==> config.mk <==
export PLATFORM = sky130hd
export DESIGN_NAME = req_encoder
export DESIGN_NICKNAME = d
export VERILOG_FILES = /design/src/rtl/req_encoder_pkg.sv /design/src/rtl/pri_enc8.sv /design/src/rtl/req_encoder.sv
export SDC_FILE = /design/constraint.sdc
export NUM_CORES = 1
export LEC_CHECK = 0
export BUFFER_PORTS_ARGS = -buffer_cell sky130_fd_sc_hd__buf_2
export CELL_PAD_IN_SITES_DETAIL_PLACEMENT = 0
export CELL_PAD_IN_SITES_GLOBAL_PLACEMENT = 2
export CORE_UTILIZATION = 29
export CTS_CLUSTER_DIAMETER = 30
export DETAILED_ROUTE_END_ITERATION = 6
export HOLD_SLACK_MARGIN = 0.02
export PLACE_DENSITY = 0.73
export SYNTH_ARGS = -nofsm -noshare
export SYNTH_HDL_FRONTEND = slang
export SYNTH_SLANG_ARGS = --single-unit
export TNS_END_PERCENT = 5
==> constraint.sdc <==
create_clock -name clk -period 2 [get_ports clk]
set_input_delay 0.4 -clock clk [delete_from_list [all_inputs] [get_ports clk]]
set_output_delay 0.4 -clock clk [all_outputs]
set_load 0.02 [all_outputs]
==> src/rtl/req_encoder_pkg.sv <==
// Shared types and sizes for the req_encoder block (8-to-3 sequential event encoder).
package req_encoder_pkg;

  localparam int N      = 8;
  localparam int CODE_W = $clog2(N);

  typedef logic [N-1:0]      req_vec_t;
  typedef logic [CODE_W-1:0] code_t;

endpackage

==> src/rtl/pri_enc8.sv <==
// Combinational wrapping priority encoder: first set bit of vec_i at or after start_i.
module pri_enc8
  import req_encoder_pkg::*;
(
  input  logic [N-1:0]      vec_i,
  input  logic [CODE_W-1:0] start_i,
  output logic [CODE_W-1:0] idx_o,
  output logic              any_o
);

  code_t pos;

  // Scan from the farthest offset back to start_i so the nearest set bit is written last.
  always_comb begin
    idx_o = '0;
    pos   = '0;
    for (int i = N - 1; i >= 0; i--) begin
      pos = start_i + code_t'(i);
      if (vec_i[pos]) begin
        idx_o = pos;
      end
    end
  end

  assign any_o = |vec_i;

endmodule

==> src/rtl/req_encoder.sv <==
// Captures request bits into a pending set and hands them out one index per valid/ready transfer.
// Define RR_PRIORITY_EN for round-robin selection; otherwise the lowest pending index wins.
module req_encoder
  import req_encoder_pkg::*;
(
  input  logic              clk,
  input  logic              rst_n,
  input  logic              en,
  input  logic [N-1:0]      req,
  input  logic              out_ready,
  output logic [CODE_W-1:0] code,
  output logic              valid,
  output logic              overflow
);

  req_vec_t pending_q, pending_d;
  req_vec_t set_vec, grant_vec;
  code_t    code_q, code_d;
  logic     valid_q, valid_d;
  logic     overflow_q, overflow_d;
  code_t    sel, start;
  logic     any, load;

`ifdef RR_PRIORITY_EN
  code_t rr_ptr_q, rr_ptr_d;

  // The search begins one past the last granted line; the 3-bit add wraps 7 to 0.
  assign start = rr_ptr_q + code_t'(1);
`else
  assign start = '0;
`endif

  pri_enc8 u_pri_enc8 (
    .vec_i   (pending_q),
    .start_i (start),
    .idx_o   (sel),
    .any_o   (any)
  );

  always_comb begin
    set_vec    = en ? req : '0;
    load       = (!valid_q || out_ready) && any;
    grant_vec  = load ? (req_vec_t'(1) << sel) : '0;
    // A bit set again while still pending is lost; a bit granted this cycle may be re-armed.
    pending_d  = (pending_q & ~grant_vec) | set_vec;
    overflow_d = |(set_vec & pending_q & ~grant_vec);
    code_d     = code_q;
    valid_d    = valid_q;
    if (load) begin
      code_d  = sel;
      valid_d = 1'b1;
    end else if (out_ready) begin
      valid_d = 1'b0;
    end
  end

`ifdef RR_PRIORITY_EN
  always_comb begin
    rr_ptr_d = rr_ptr_q;
    if (load) begin
      rr_ptr_d = sel;
    end
  end

  always_ff @(posedge clk or negedge rst_n) begin
    if (!rst_n) begin
      rr_ptr_q <= code_t'(N - 1);
    end else begin
      rr_ptr_q <= rr_ptr_d;
    end
  end
`endif

  always_ff @(posedge clk or negedge rst_n) begin
    if (!rst_n) begin
      pending_q  <= '0;
      code_q     <= '0;
      valid_q    <= 1'b0;
      overflow_q <= 1'b0;
    end else begin
      pending_q  <= pending_d;
      code_q     <= code_d;
      valid_q    <= valid_d;
      overflow_q <= overflow_d;
    end
  end

  assign code     = code_q;
  assign valid    = valid_q;
  assign overflow = overflow_q;

endmodule
==> impl_metrics.py <==
metrics = {
    "pwr": {
        "p_comb_share_pct": 18.9,
        "p_sw_share_pct": 29.1,
        "max-vdd-ir-drop_mv": 0.318,
        "total_leakage_power_uw": 0.000356,
        "p_int_uw": 410,
        "p_per_area_nw_per_um2": 716,
        "p_seq_share_pct": 53.3,
        "pwr-share-clk_pct": 27.9,
        "p_switching_uw": 168,
    },
    "logic_synthesis": {
        "synth_warnings": 0,
        "ys_ff_latch": 13,
        "syn_nets": 83,
        "yosysUniqueCellTypes": 29,
        "avgSynthCellArea_um2": 9.38,
        "seq_area_frac_synth_pct": 48.9,
        "post_synth_instance_area_um2": 666,
        "syn-instance-count": 71,
    },
    "worst_setup_path": {
        "critPathKind": "flop to flop",
        "worstPathRequired_ns": 2.14,
        "r2r-end": "overflow",
        "r2r.worst_path.cells": 5,
        "start_kind": "flop",
        "cp_max_fo": 7,
        "r2r-start": "valid",
        "r2r_slack_ns": 0.26,
        "end_kind": "flop",
        "cp.arrival_ns": 1.88,
    },
    "sta": {
        "slew_viol_final": 0,
        "period_share_pct": 86.9,
        "tightest_slew_ns": 0.598,
        "hold_viol": 0,
        "setup-tns-final_ns": 0,
        "rsz0062_at_grt": "no",
        "final-setup-viol-count": 0,
        "skew_ns": 0.00367,
        "fmax_mhz": 575,
        "hold_slack_ns": 0.337,
        "relSlewSlack_pct": 60.0,
        "period_minus_slack_ns": 1.74,
    },
    "clock_tree": {
        "clkSlewWorstSetupHoldPaths_ns": 0.08,
        "clockBufferDepth": 2,
        "cts_tree": "done",
        "cts.sinks": 13,
        "htreeDepth": 1,
        "cts_root_buffer": "clkbuf_4",
        "numCtsBuffers": 3,
        "insertion_delay_ns": 0.27,
    },
    "detailed_routing": {
        "vias_per_cell": 5.03,
        "drtIter0Drc": 20,
        "drtAntennaViolNets": 0,
        "totalWireLength_mm": 1.49,
        "num_vias": 589,
        "dr.pass1.iters": 4,
        "avgRoutedWirePerCell_um": 12.7,
        "drc": 0,
    },
    "floorplan": {
        "io_pins": 17,
        "rows": 16,
        "die_x_um": 49.9,
        "core_area_um2": 2060,
        "dieArea_um2": 2490,
        "start_util_pct": 32.3,
        "die_height_um": 49.9,
    },
    "final_layout": {
        "drive_gt1_share_pct": 27.8,
        "diodes": 0,
        "fill_cells": 216,
        "final_cell_mix": "buf_2, dfrtp_1, nand2_1",
        "multi_input_area_um2": 320,
        "syn_to_final_growth_pct": 21.2,
        "regArea_um2": 325,
        "final_common_cell": "buf_2",
        "fin_nets": 103,
    },
    "global_routing": {
        "grt_max_degree": 14,
        "grtUsageTotal_pct": 13.5,
        "grt_remaining_overflow": 0,
        "grt_use_met2_pct": 18.7,
        "grt_busiest_layer": "met2",
        "grt_pass1_vias": 541,
        "grt_pass1_wl_mm": 2.44,
        "grt_use_met3_pct": 2.78,
        "antenna_found_initial": 0,
        "met1_usage_pct": 18.6,
    },
    "min_path": {
        "hold_class": "input pin to flop",
        "min_from": "req[5]",
        "hold_end": "pending_q[5]",
        "whs_path_depth": 3,
    },
    "placement": {
        "hpwl_mm": 1.12,
        "io_buffers": 16,
        "place_congestion": 0.775,
    },
    "status": {
        "outcome": "complete, no violations",
    },
    "job": {
        "maxCapViolCount": 0,
    },
}
## how the worst max path moves through the flow
stage              start        to  cells past startpoint
2_1_floorplan      valid  overflow                      5
3_3_place_gp   out_ready  overflow                      6
3_5_place_dp   out_ready  overflow                      6
4_1_cts            valid  overflow                      5
5_1_grt            valid  overflow                      5
6_report           valid  overflow                      5
## cell type report
class	count	share of cell area [%]
well taps	27	4.19
multi-input cells	53	39.7
flip-flops and latches	13	40.3
inverters	3	1.40
repair buffers	17	11.2
clock buffers	4	3.26
## repair_timing
item | CTS | global route
buffers inserted | 0 | 0
resized for setup | 0 | 0
endpoints found under the hold margin | 13 | 0
hold buffers | 1 | 0
## worst max-delay path, stage by stage, from the launching register on
cell	delay [ns]
dfrtp_1	0.39
nor2b_1	0.23
or4_1	0.47
and3_1	0.20
nor3_1	0.21
o211ai_1	0.11
## sequential cells by signal (all words and copies together), names as in the netlist
name and flops:
code 3, overflow 1, pending_q 8, valid 1
## power by group through the flow
stage	sequential [uW]	clock, uW	combinational, uW
2_1_floorplan	318	0	59.7
3_3_place_gp	311	0	108
3_5_place_dp	312	0	107
4_1_cts	307	171	109
5_1_grt	310	183	120
6_report	308	161	109
## per-layer routing
layer | routed length, um | share of wire, %
met5 | 0 | 0
met4 | 15 | 1.0
met3 | 75 | 5.0
met2 | 639 | 43
met1 | 756 | 51
## synthesized netlist by cell type
cell       number  area share [%]
o21ai_2         1             1.3
nand2_2         1            0.94
a22o_1          2             2.6
buf_1           1            0.56
inv_1           3             1.7
a2bb2oi_1       1             1.3
nor2b_1         1            0.94
nor2_1          5             2.8
a41oi_2         1             2.4
o21ai_0         4             3.0
a21o_1          1             1.1
or4_1           1             1.1
a2111oi_0       1             1.3
or4_4           1             1.7
dfrtp_1        13              49
a22o_2          1             1.5
o21bai_1        2             2.3
o211ai_1        1             1.1
a32o_1          1             1.5
o21ai_1         1            0.75
nor3_1          1            0.75
a21oi_1         6             4.5
and3_1          1            0.94
clkbuf_2        1            0.75
nand3_1         4             3.0
nor2_4          1             1.7
nand2b_1        1            0.94
nand2_1        11             6.2
o31ai_1         2             2.3
## logic make-up after synthesis
family,count (synthesis),share of synthesized area (%)
buffers and inverters,5,3.01
DFF,13,48.9
and+or+nand+nor,28,21.1
AOI/OAI and AO/OA,25,27.1
## stage by stage
| stage | setup WS, ns | cells | power (uW) | utilization, % | cell area, um^2 |
|---|---|---|---|---|---|
| after global placement | 0.229 | 112 | 419 | 37.4 | 771 |
| after detailed placement | 0.263 | 112 | 419 | 37.4 | 771 |
| final | 0.262 | 117 | 578 | 39.1 | 807 |
| after CTS | 0.265 | 117 | 588 | 39.1 | 807 |
| after floorplan | 0.330 | 71 | 378 | - | 666 |
| after global routing | 0.177 | 117 | 613 | 39.1 | 807 |
No activity file was read; power rests on OpenSTA's default activity.
